## config.mk

```make
export PLATFORM = sky130hd
export DESIGN_NAME = opsum_ppu_flat
export DESIGN_NICKNAME = d
export VERILOG_FILES = /design/src/rtl/opsum_ppu_pkg.sv /design/src/rtl/opsum_ppu_if.sv /design/src/rtl/opsum_ppu_requant.sv /design/src/rtl/opsum_ppu.sv /design/src/flat_wrapper.sv
export SDC_FILE = /design/constraint.sdc
export NUM_CORES = 1
export LEC_CHECK = 0
export CORE_MARGIN = 5
export CORE_UTILIZATION = 60
export DETAILED_ROUTE_END_ITERATION = 12
export GPL_TIMING_DRIVEN = 0
export PLACE_DENSITY = 0.85
export SYNTH_ARGS = -nofsm -noshare
export SYNTH_HDL_FRONTEND = slang
export SYNTH_SLANG_ARGS = --single-unit
```

## constraint.sdc

```tcl
create_clock -name clk -period 6.3 [get_ports clk]
set_clock_uncertainty 0.15 [all_clocks]
set_input_delay 1.575 -clock clk [delete_from_list [all_inputs] [get_ports clk]]
set_output_delay 1.575 -clock clk [all_outputs]
set_load 0.02 [all_outputs]
```

## src/rtl/opsum_ppu_pkg.sv

```systemverilog
// Shared types, widths and the int8 saturation helper for the opsum post-processing unit.
package opsum_ppu_pkg;

  localparam int DATA_BITS = 32;
  localparam int OUT_BITS  = 8;
  localparam int PACK      = DATA_BITS / OUT_BITS;
  localparam int CNT_BITS  = 10;
  // Headroom for sign, ReLU'd value and the rounding bias before the shift.
  localparam int ACC_BITS  = 34;

  typedef enum logic [1:0] {
    IDLE  = 2'd0,
    RUN   = 2'd1,
    DRAIN = 2'd2
  } ppu_state_t;

  // Clamp a shifted intermediate into the signed 8-bit range.
  function automatic logic signed [OUT_BITS-1:0] sat_i8(input logic signed [ACC_BITS-1:0] r);
    if (r > 34'sd127) begin
      return 8'sh7F;
    end else if (r < -34'sd128) begin
      return 8'sh80;
    end else begin
      return r[OUT_BITS-1:0];
    end
  endfunction

endpackage

```

## src/rtl/opsum_ppu_if.sv

```systemverilog
// Opsum input stream and packed ofmap output stream of the PPU.
interface opsum_ppu_if;
  import opsum_ppu_pkg::*;

  logic signed [DATA_BITS-1:0] opsum;
  logic                        opsum_valid;
  logic                        opsum_ready;
  logic        [DATA_BITS-1:0] ofmap;
  logic        [PACK-1:0]      ofmap_keep;
  logic                        ofmap_valid;
  logic                        ofmap_ready;

  modport master (
    output opsum, opsum_valid, ofmap_ready,
    input  opsum_ready, ofmap, ofmap_keep, ofmap_valid
  );

  modport slave (
    input  opsum, opsum_valid, ofmap_ready,
    output opsum_ready, ofmap, ofmap_keep, ofmap_valid
  );

endinterface

```

## src/rtl/opsum_ppu_requant.sv

```systemverilog
// Combinational requantisation: optional ReLU, round-half-up arithmetic shift,
// int8 saturation and re-offset to the uint8 ifmap encoding.
module opsum_ppu_requant
  import opsum_ppu_pkg::*;
(
  input  logic signed [DATA_BITS-1:0] opsum,
  input  logic        [4:0]           shift,
  input  logic                        relu,
  output logic        [OUT_BITS-1:0]  byte_o
);

  logic signed [ACC_BITS-1:0] v;
  logic signed [ACC_BITS-1:0] bias;
  logic signed [ACC_BITS-1:0] r;
  logic signed [OUT_BITS-1:0] s;

  // ReLU, add half an LSB of the result, shift arithmetically, then saturate.
  always_comb begin
    v      = (relu && opsum[DATA_BITS-1]) ? '0
           : {{(ACC_BITS-DATA_BITS){opsum[DATA_BITS-1]}}, opsum};
    bias   = (shift == 5'd0) ? '0 : (34'sd1 <<< (shift - 5'd1));
    r      = (v + bias) >>> shift;
    s      = sat_i8(r);
    byte_o = s ^ 8'h80;
  end

endmodule

```

## src/rtl/opsum_ppu.sv

```systemverilog
// Opsum post-processing unit: requantises each accepted psum to a uint8 byte
// and packs four bytes per ofmap word, with a pass-level IDLE/RUN/DRAIN FSM.
module opsum_ppu
  import opsum_ppu_pkg::*;
(
  input  logic                clk,
  input  logic                rst_n,
  input  logic                ppu_en,
  input  logic [4:0]          cfg_shift,
  input  logic                cfg_relu,
  input  logic [CNT_BITS-1:0] cfg_num,
  opsum_ppu_if.slave          bus,
  output logic                done
);

  localparam int PCW = $clog2(PACK);
  localparam logic [PCW-1:0] LANE_LAST = PCW'(PACK - 1);

  ppu_state_t          state_q, state_d;
  logic [4:0]          shift_q, shift_d;
  logic                relu_q, relu_d;
  logic [CNT_BITS-1:0] num_q, num_d;
  logic [CNT_BITS-1:0] elem_cnt_q, elem_cnt_d;
  logic [PCW-1:0]      pack_cnt_q, pack_cnt_d;
  logic [DATA_BITS-1:0] pack_buf_q, pack_buf_d;
  logic [PACK-1:0]     pack_keep_q, pack_keep_d;
  logic [DATA_BITS-1:0] ofmap_q, ofmap_d;
  logic [PACK-1:0]     keep_q, keep_d;
  logic                valid_q, valid_d;
  logic                done_q, done_d;

  logic                out_free;
  logic                accept;
  logic                last;
  logic [CNT_BITS-1:0] elem_next;
  logic [OUT_BITS-1:0] byte_w;
  logic [DATA_BITS-1:0] word_w;
  logic [PACK-1:0]     keep_w;

  opsum_ppu_requant u_requant (
    .opsum  (bus.opsum),
    .shift  (shift_q),
    .relu   (relu_q),
    .byte_o (byte_w)
  );

  // The output register is free when empty or being drained this cycle.
  assign out_free        = !valid_q || bus.ofmap_ready;
  assign bus.opsum_ready = (state_q == RUN) && out_free;
  assign accept          = bus.opsum_valid && bus.opsum_ready;
  assign elem_next       = elem_cnt_q + CNT_BITS'(1);
  assign last            = (elem_next == num_q);
  assign word_w          = pack_buf_q | (DATA_BITS'(byte_w) << (OUT_BITS * pack_cnt_q));
  assign keep_w          = pack_keep_q | (PACK'(1) << pack_cnt_q);

  assign bus.ofmap       = ofmap_q;
  assign bus.ofmap_keep  = keep_q;
  assign bus.ofmap_valid = valid_q;
  assign done            = done_q;

  // Next-state logic: pass control, byte packing and output-register handoff.
  always_comb begin
    state_d     = state_q;
    shift_d     = shift_q;
    relu_d      = relu_q;
    num_d       = num_q;
    elem_cnt_d  = elem_cnt_q;
    pack_cnt_d  = pack_cnt_q;
    pack_buf_d  = pack_buf_q;
    pack_keep_d = pack_keep_q;
    ofmap_d     = ofmap_q;
    keep_d      = keep_q;
    valid_d     = valid_q;
    done_d      = 1'b0;

    if (valid_q && bus.ofmap_ready) valid_d = 1'b0;

    case (state_q)
      IDLE: begin
        if (ppu_en) begin
          shift_d     = cfg_shift;
          relu_d      = cfg_relu;
          num_d       = cfg_num;
          elem_cnt_d  = '0;
          pack_cnt_d  = '0;
          pack_buf_d  = '0;
          pack_keep_d = '0;
          state_d     = (cfg_num == '0) ? DRAIN : RUN;
        end
      end
      RUN: begin
        if (accept) begin
          elem_cnt_d = elem_next;
          // A full or final word replaces whatever the consumer just took.
          if (pack_cnt_q == LANE_LAST || last) begin
            ofmap_d     = word_w;
            keep_d      = keep_w;
            valid_d     = 1'b1;
            pack_cnt_d  = '0;
            pack_buf_d  = '0;
            pack_keep_d = '0;
          end else begin
            pack_buf_d  = word_w;
            pack_keep_d = keep_w;
            pack_cnt_d  = pack_cnt_q + PCW'(1);
          end
          if (last) state_d = DRAIN;
        end
      end
      DRAIN: begin
        if (out_free) begin
          state_d = IDLE;
          done_d  = 1'b1;
        end
      end
      default: state_d = IDLE;
    endcase
  end

  // State and datapath registers; reset clears everything, discarding partial words.
  always_ff @(posedge clk or negedge rst_n) begin
    if (!rst_n) begin
      state_q     <= IDLE;
      shift_q     <= '0;
      relu_q      <= 1'b0;
      num_q       <= '0;
      elem_cnt_q  <= '0;
      pack_cnt_q  <= '0;
      pack_buf_q  <= '0;
      pack_keep_q <= '0;
      ofmap_q     <= '0;
      keep_q      <= '0;
      valid_q     <= 1'b0;
      done_q      <= 1'b0;
    end else begin
      state_q     <= state_d;
      shift_q     <= shift_d;
      relu_q      <= relu_d;
      num_q       <= num_d;
      elem_cnt_q  <= elem_cnt_d;
      pack_cnt_q  <= pack_cnt_d;
      pack_buf_q  <= pack_buf_d;
      pack_keep_q <= pack_keep_d;
      ofmap_q     <= ofmap_d;
      keep_q      <= keep_d;
      valid_q     <= valid_d;
      done_q      <= done_d;
    end
  end

endmodule
```

## src/flat_wrapper.sv

```systemverilog
// flat-port wrapper written by rule: the top's interface ports become plain ports
module opsum_ppu_flat import opsum_ppu_pkg::*;
  (clk, rst_n, ppu_en, cfg_shift, cfg_relu, cfg_num, done, bus_opsum, bus_opsum_valid, bus_ofmap_ready, bus_opsum_ready, bus_ofmap, bus_ofmap_keep, bus_ofmap_valid);
  opsum_ppu_if bus_i ();
  input  logic clk;
  input  logic rst_n;
  input  logic ppu_en;
  input  logic [4:0] cfg_shift;
  input  logic cfg_relu;
  input  logic [CNT_BITS-1:0] cfg_num;
  output logic done;
  input wire logic [$bits(bus_i.opsum)-1:0] bus_opsum;
  input wire logic [$bits(bus_i.opsum_valid)-1:0] bus_opsum_valid;
  input wire logic [$bits(bus_i.ofmap_ready)-1:0] bus_ofmap_ready;
  output wire logic [$bits(bus_i.opsum_ready)-1:0] bus_opsum_ready;
  output wire logic [$bits(bus_i.ofmap)-1:0] bus_ofmap;
  output wire logic [$bits(bus_i.ofmap_keep)-1:0] bus_ofmap_keep;
  output wire logic [$bits(bus_i.ofmap_valid)-1:0] bus_ofmap_valid;
  assign bus_i.opsum = bus_opsum;
  assign bus_i.opsum_valid = bus_opsum_valid;
  assign bus_i.ofmap_ready = bus_ofmap_ready;
  assign bus_opsum_ready = bus_i.opsum_ready;
  assign bus_ofmap = bus_i.ofmap;
  assign bus_ofmap_keep = bus_i.ofmap_keep;
  assign bus_ofmap_valid = bus_i.ofmap_valid;
  opsum_ppu u_core (.clk(clk), .rst_n(rst_n), .ppu_en(ppu_en), .cfg_shift(cfg_shift), .cfg_relu(cfg_relu), .cfg_num(cfg_num), .bus(bus_i), .done(done));
endmodule
```

==> summary.txt, run 1 <==
vias: 11900
layout cell share with drive strength beyond 1: 20.4%
clk buf depth: 2
Layout Nets: 1547
fin crit share: 101%
asr flop ratio synth: 100%
Fmax: 157 MHz
vias in the first global route: 11100
Chip Height: 139 um
Die ar.: 19300 um^2
predominant post-synthesis flop cell: dfrtp_1
Final Hold Fails: 0
Congestion Overflow GR: 0
commonest non-fill, non-tap cells in the layout: nand2_1 (193), nor2_1 (118), dfrtp_1 (103)
status: finished with violations
failing checks: negative setup slack
Yosys reg bits: 104
register area: 2600 um^2
commonest non-fill, non-tap cell in the layout: nand2_1
largest delay contributor family on the critical path: compound AO/OA/AOI/OAI gates
Worst Path Required: 6.44 ns
fillers: 1098
max-slew violations: 0
Synth Instances: 1287
Skew-Pair Late Insertion Delay: 0.36 ns
diode count: 0
crit path kind: in -> reg
Seq/Total Area, Yosys: 26.1%
RR Startpoint: u_core.shift_q[2]
core area: 16500 um^2
DRC: 0
DP HPWL: 28100 um
cts hold-fix bufs: 0
setup TNS: -0.391 ns
placed insts: 1599
endpoints failing setup: 10
Slew headroom: 28.3%
Arrival @ worst endpoint: 6.51 ns
CP peak stage delay: 0.50 ns
CP cell instances: clkdlybuf4s50_1 -> and2_1 -> ha_2 -> o211ai_1 -> buf_4 -> a21oi_4 -> o211ai_4 -> buf_6 -> and4_1 -> a211o_4 -> o31ai_4 -> o311ai_1 -> a311o_1 -> a211oi_2 -> nand4b_1 -> or4_4 -> o31a_4 -> o31a_4 -> o21ai_2
crit path launch type: primary input
Worst Max-Slew Pin Slew: 1.07 ns
Yosys Warn Count: 0
NetSw: 3.36 mW
# clock sinks: 104
Syn Nets: 1379
Sw Ratio: 53.6%
P per Cell Area: 477 nW/um^2
drt first pass iters: 8
RSZ-0062 raised after global routing: true
r2r worst-path depth: 21
register share of total power: 16.9%
Worst Hold Class: reg -> reg
area of the multi-input gates: 7930 um^2
IO buf count: 91
CP endpoint: u_core.bus.ofmap[16]
Ports: 92
worst vdd ir: 0.257 mV
endpoint type of the worst setup path: register
fin util: 79.9%
Die W: 139 um
Max-Cap Viols: 0
first-iteration detailed-routing DRC count: 1638
DR vias/cell: 7.06
final setup margin: -0.0762 ns
Unique masters post-synth: 100
synthesized area per cell: 7.75 um^2
r2r setup slk: -0.01 ns
finished layout cell area: 13200 um^2
most used cell, CP: o31a_4
final WL: 40000 um
initial antenna violation count: 0
Antenna Nets Post-Route: 0
CTS tree: yes
Worst Path Buf+Inv: 3
# rows: 47
global-route wire length before repair: 60100 um
Final min period: 6.38 ns
Syn Std Cell Area: 9980 um^2
Critical R2R Capture: u_core.bus.ofmap[16]
Post-synth EDFFs: 0
placer congestion estimate: 1.03
TritonCTS buffer count: 9
Avg WL per Cell: 23.8 um
power share of the clock group: 9.4%
H-tree levels: 3
CP startpoint: bus_opsum[4]
Initial Util: 60.6%
Placed Area: 11200 um^2
Worst-path clk slew: 0.09 ns
WP depth: 19
Leak: 5.58 nW
Area Overhead vs Synth: 31.8%
Pint: 2.91 mW
total track usage: 38.1%
Max FO, Critical Path: 8
total power: 6.28 mW
largest net degree at the start of global routing: 56
Critical-path top delay cell: or4_4
Post-Layout Cell Count: 1680
Root Buffer: clkbuf_16
logic gate share of total power: 73.6%
area by class of cell:
type                       instances  share of cell area [%]
buffer                            74                    3.43
clock buffer                       9                    1.71
clock inverter                     7                   0.694
inverter                          18                   0.523
multi-input combinational       1087                    60.3
sequential                       104                    19.8
tap                              220                    2.09
timing repair buffer             161                    11.5
worst register-to-register path: stages, from the launching register on:
cell      delay [ns]
dfrtp_1         0.63
inv_1           0.26
nor2_4          0.31
nand2_1         0.24
nor2_1          0.30
ha_1            0.31
buf_6           0.15
a21oi_2         0.24
o21ai_1         0.15
a21bo_4         0.27
a221oi_2        0.31
o211ai_1        0.22
buf_4           0.21
a22oi_1         0.18
o311ai_1        0.13
a311o_1         0.36
a211oi_2        0.26
nand4b_1        0.15
or4_4           0.50
o31a_4          0.35
o31a_4          0.39
o21ai_2         0.17
power groups by stage:
| stage | logic [mW] | registers (mW) | clock network (mW) |
|---|---|---|---|
| after floorplan | 2.48 | 1.08 | 0 |
| final | 4.62 | 1.06 | 0.593 |
| after global routing | 4.82 | 1.08 | 0.625 |
| after global placement | 3.66 | 1.02 | 0 |
| after CTS | 4.14 | 1.02 | 0.593 |
| after detailed placement | 3.70 | 1.03 | 0 |
state kept, by name, summed over array words and instances (netlist names):
| name | flops |
|---|---|
| u_core.bus.ofmap_keep | 4 |
| u_core.relu_q | 1 |
| u_core.pack_keep_q | 4 |
| u_core.pack_cnt_q | 2 |
| u_core.pack_buf_q | 32 |
| u_core.shift_q | 5 |
| u_core.num_q | 10 |
| u_core.done | 1 |
| u_core.bus.ofmap_valid | 1 |
| u_core.elem_cnt_q | 10 |
| u_core.bus.ofmap | 32 |
| u_core.state_q | 2 |
cell usage after synthesis, drive strengths merged (11+ instances only):
cell type / n / area, um^2
a211o: 11 / 96.3
nand2b: 11 / 68.8
xor2: 19 / 174
nand2: 201 / 757
xnor2: 28 / 245
mux2i: 52 / 521
dfrtp: 104 / 2600
o211ai: 20 / 155
nor4: 11 / 68.8
ha: 38 / 475
a21oi: 70 / 380
a211oi: 16 / 130
nor2: 128 / 488
and2: 44 / 275
clkbuf: 51 / 191
and3: 12 / 75.1
a221oi: 11 / 114
inv: 17 / 63.8
a21o: 12 / 90.1
o21a: 14 / 105
buf: 27 / 140
nand3: 25 / 125
nand4: 26 / 175
nor3: 28 / 151
o21ai: 137 / 716
worst min-delay path by stage:
stage / startpoint / endpoint / slack (ns) / cells past startpoint
floorplan: u_core.pack_buf_q[31] / u_core.pack_buf_q[31] / 0.30 / 2
global placement: u_core.pack_buf_q[31] / u_core.pack_buf_q[31] / 0.31 / 2
detailed placement: u_core.pack_buf_q[16] / u_core.pack_buf_q[16] / 0.32 / 2
CTS: u_core.pack_buf_q[16] / u_core.pack_buf_q[16] / 0.34 / 2
global route: u_core.pack_buf_q[31] / u_core.pack_buf_q[31] / 0.36 / 2
finish: u_core.pack_buf_q[16] / u_core.pack_buf_q[16] / 0.34 / 2
per-stage QoR:
stage	worst slack, ns	hold WS, ns
2_1_floorplan	0.00175	0.298
3_3_place_gp	-1.86	0.311
3_5_place_dp	-1.98	0.321
4_1_cts	0.000361	0.341
5_1_grt	-0.186	0.356
6_report	-0.0762	0.341
per-layer routing:
layer | up-vias | routed length [um] | part of all wire, % | track usage [%]
met5 | - | 0 | 0 | 0
met4 | 0 | 2210 | 5.5 | 16.4
met3 | 225 | 5030 | 13 | 10.1
met2 | 946 | 17900 | 45 | 60.8
met1 | 5578 | 14800 | 37 | 49.0
li1 | 5105 | - | - | -
what timing repair did:
action | CTS | global route
cloned | 1 | 0
resized for setup | 133 | 128
pin swaps | 43 | 39
setup endpoints to repair | 56 | 56
setup buffers | 40 | 28
logic make-up after synthesis:
| logic type | share of synthesized area (%) |
|---|---|
| AO/OA/AOI/OAI | 28.4 |
| XOR/XNOR | 4.20 |
| adder cells (fa/ha/maj) | 4.96 |
| buffers and inverters | 4.00 |
| flip-flops | 26.1 |
| multiplexers | 7.13 |
| other | 0.0753 |
| AND/OR/NAND/NOR | 25.1 |
Power figures use the tool's default switching activity.
==> run 2: changes to the inputs <==
CORE_MARGIN = 3   (was 5)
==> summary.txt, run 2 (synthesized netlist as in run 1, its figures left out) <==
worst vdd ir: 0.285 mV (was 0.257 mV)
Root Buffer: clkbuf_16 (unchanged)
DR vias/cell: 7.07 (was 7.06)
Avg WL per Cell: 23.6 um (was 23.8 um)
diode count: 0 (unchanged)
core area: 16100 um^2 (was 16500 um^2)
most used cell, CP: buf_4 (was o31a_4)
r2r worst-path depth: 22 (was 21)
CTS tree: yes (unchanged)
finished layout cell area: 13500 um^2 (was 13200 um^2)
Area Overhead vs Synth: 34.9% (was 31.8%)
placer congestion estimate: 1.10 (was 1.03)
failing checks: negative setup slack (unchanged)
final setup margin: -0.0389 ns (was -0.0762 ns)
IO buf count: 91 (unchanged)
Skew-Pair Late Insertion Delay: 0.36 ns (about the same)
Max FO, Critical Path: 8 (unchanged)
Slew headroom: 29.6% (was 28.3%)
DRC: 0 (unchanged)
Worst Max-Slew Pin Slew: 1.05 ns (was 1.07 ns)
Max-Cap Viols: 0 (unchanged)
vias: 11900 (about the same)
Hold Path Cell Cnt: 2 (unchanged)
Congestion Overflow GR: 0 (unchanged)
placed insts: 1595 (was 1599)
Die ar.: 18200 um^2 (was 19300 um^2)
Arrival @ worst endpoint: 6.47 ns (was 6.51 ns)
crit path launch type: primary input (unchanged)
cts hold-fix bufs: 0 (unchanged)
vias in the first global route: 10900 (was 11100)
Post-Layout Cell Count: 1687 (was 1680)
Worst Hold Class: reg -> reg (unchanged)
Placed Area: 11200 um^2 (about the same)
fin crit share: 101% (about the same)
clk buf depth: 2 (unchanged)
Initial Util: 62.1% (was 60.6%)
layout cell share with drive strength beyond 1: 23.3% (was 20.4%)
commonest non-fill, non-tap cell in the layout: nand2_1 (unchanged)
commonest non-fill, non-tap cells in the layout: nand2_1 (187), nor2_1 (115), dfrtp_1 (104) (was nand2_1 (193), nor2_1 (118), dfrtp_1 (103))
fin util: 83.8% (was 79.9%)
largest net degree at the start of global routing: 55 (was 56)
Final min period: 6.34 ns (was 6.38 ns)
Layout Nets: 1558 (was 1547)
CP cell instances: clkdlybuf4s50_1 -> and2_1 -> ha_1 -> buf_4 -> a21oi_4 -> o21ai_4 -> a221oi_4 -> a21oi_2 -> or3_4 -> a211o_1 -> a221o_2 -> nor2_4 -> nor2_2 -> o221a_1 -> or4_4 -> o31a_4 -> buf_4 -> o21a_4 -> o21ai_1 (was clkdlybuf4s50_1 -> and2_1 -> ha_2 -> o211ai_1 -> buf_4 -> a21oi_4 -> o211ai_4 -> buf_6 -> and4_1 -> a211o_4 -> o31ai_4 -> o311ai_1 -> a311o_1 -> a211oi_2 -> nand4b_1 -> or4_4 -> o31a_4 -> o31a_4 -> o21ai_2)
Critical-path top delay cell: or4_4 (unchanged)
Chip Height: 135 um (was 139 um)
CP peak stage delay: 0.48 ns (was 0.50 ns)
endpoints failing setup: 29 (was 10)
Leak: 5.73 nW (was 5.58 nW)
final WL: 39900 um (was 40000 um)
Die W: 135 um (was 139 um)
H-tree levels: 3 (unchanged)
Worst-path clk slew: 0.08 ns (was 0.09 ns)
global-route wire length before repair: 58700 um (was 60100 um)
Antenna Nets Post-Route: 0 (unchanged)
initial antenna violation count: 0 (unchanged)
first-iteration detailed-routing DRC count: 1844 (was 1638)
P per Cell Area: 480 nW/um^2 (was 477 nW/um^2)
total track usage: 40.5% (was 38.1%)
Final Hold Fails: 0 (unchanged)
Ports: 92 (unchanged)
max-slew violations: 0 (unchanged)
# rows: 46 (was 47)
TritonCTS buffer count: 9 (unchanged)
drt first pass iters: 8 (unchanged)
crit path kind: in -> reg (unchanged)
# clock sinks: 104 (unchanged)
Worst Path Required: 6.43 ns (was 6.44 ns)
endpoint type of the worst setup path: register (unchanged)
status: finished with violations (unchanged)
Fmax: 158 MHz (was 157 MHz)
DP HPWL: 27300 um (was 28100 um)
[run 2: cell types whose count changed in the layout (fill, tap and decap cells not counted), sizes merged]
cell / change
clkinv: -1
buf: +6
clkbuf: +5
dlymetal6s2s: +1
bufinv: +1
clkdlybuf4s50: -1
[run 2: final cells by class]
type                    instances  area (um^2)
fillers                       954         2600
clock inverters                 7         92.6
plain buffers                  75          447
clock buffers                   9          225
flip-flops and latches        104         2600
multi-input cells            1087         8190
repair buffers                171         1560
well taps                     216          270
inverters                      18         68.8
[run 2: what timing repair did]
| item | CTS | global route |
|---|---|---|
| resized for setup | 145 | 167 |
| endpoints found under the setup margin | 56 | 56 |
| pin swaps | 44 | 77 |
| hold endpoints to repair | 0 | 0 |
| gates cloned | 3 | 0 |
| setup buffers | 33 | 43 |
[run 2: final timing paths]
path                                  startpoint                    end  slack [ns]
max                                bus_opsum[15]   u_core.bus.ofmap[20]       -0.04
min                        u_core.pack_buf_q[31]  u_core.pack_buf_q[31]        0.34
max reg2reg                    u_core.shift_q[3]   u_core.bus.ofmap[20]           0
min reg2reg                u_core.pack_buf_q[31]  u_core.pack_buf_q[31]        0.34
max in group asynchronous                  rst_n  u_core.pack_buf_q[12]        4.17
min in group asynchronous                  rst_n        u_core.num_q[6]        1.11
[run 2: layer usage]
metal  part of all wire (%)  up-vias  GRT usage [%]
li1                       -     5135              -
met1                     38     5611           54.7
met2                     45      948           63.6
met3                     12      235           7.82
met4                    5.6        0           17.5
met5                      0        -              0
[run 2: critical path: cells and delay by family]
kind	cells	cell delay, ns
compound gates	10	2.51
fa+ha+maj	1	0.32
buf+inv	3	0.77
simple gates	5	1.28
[run 2: where the power goes]
| part | internal [mW] | total, mW | switching [mW] |
|---|---|---|---|
| Sequential | 0.877 | 1.06 | 0.178 |
| Combinational | 1.86 | 4.81 | 2.95 |
| Clock | 0.320 | 0.598 | 0.278 |
[run 2: per-stage QoR]
| step | total power, mW | setup TNS, ns | hold slack [ns] | setup WS [ns] |
|---|---|---|---|---|
| after floorplan | 3.56 | 0 | 0.298 | 0.00175 |
| after global placement | 4.67 | -133.38 | 0.312 | -2.08 |
| after detailed placement | 4.72 | -119.60 | 0.319 | -2.19 |
| after CTS | 5.78 | 0 | 0.337 | 0.0141 |
| after global routing | 6.74 | -3.68 | 0.362 | -0.102 |
| final | 6.47 | -0.414 | 0.337 | -0.0389 |
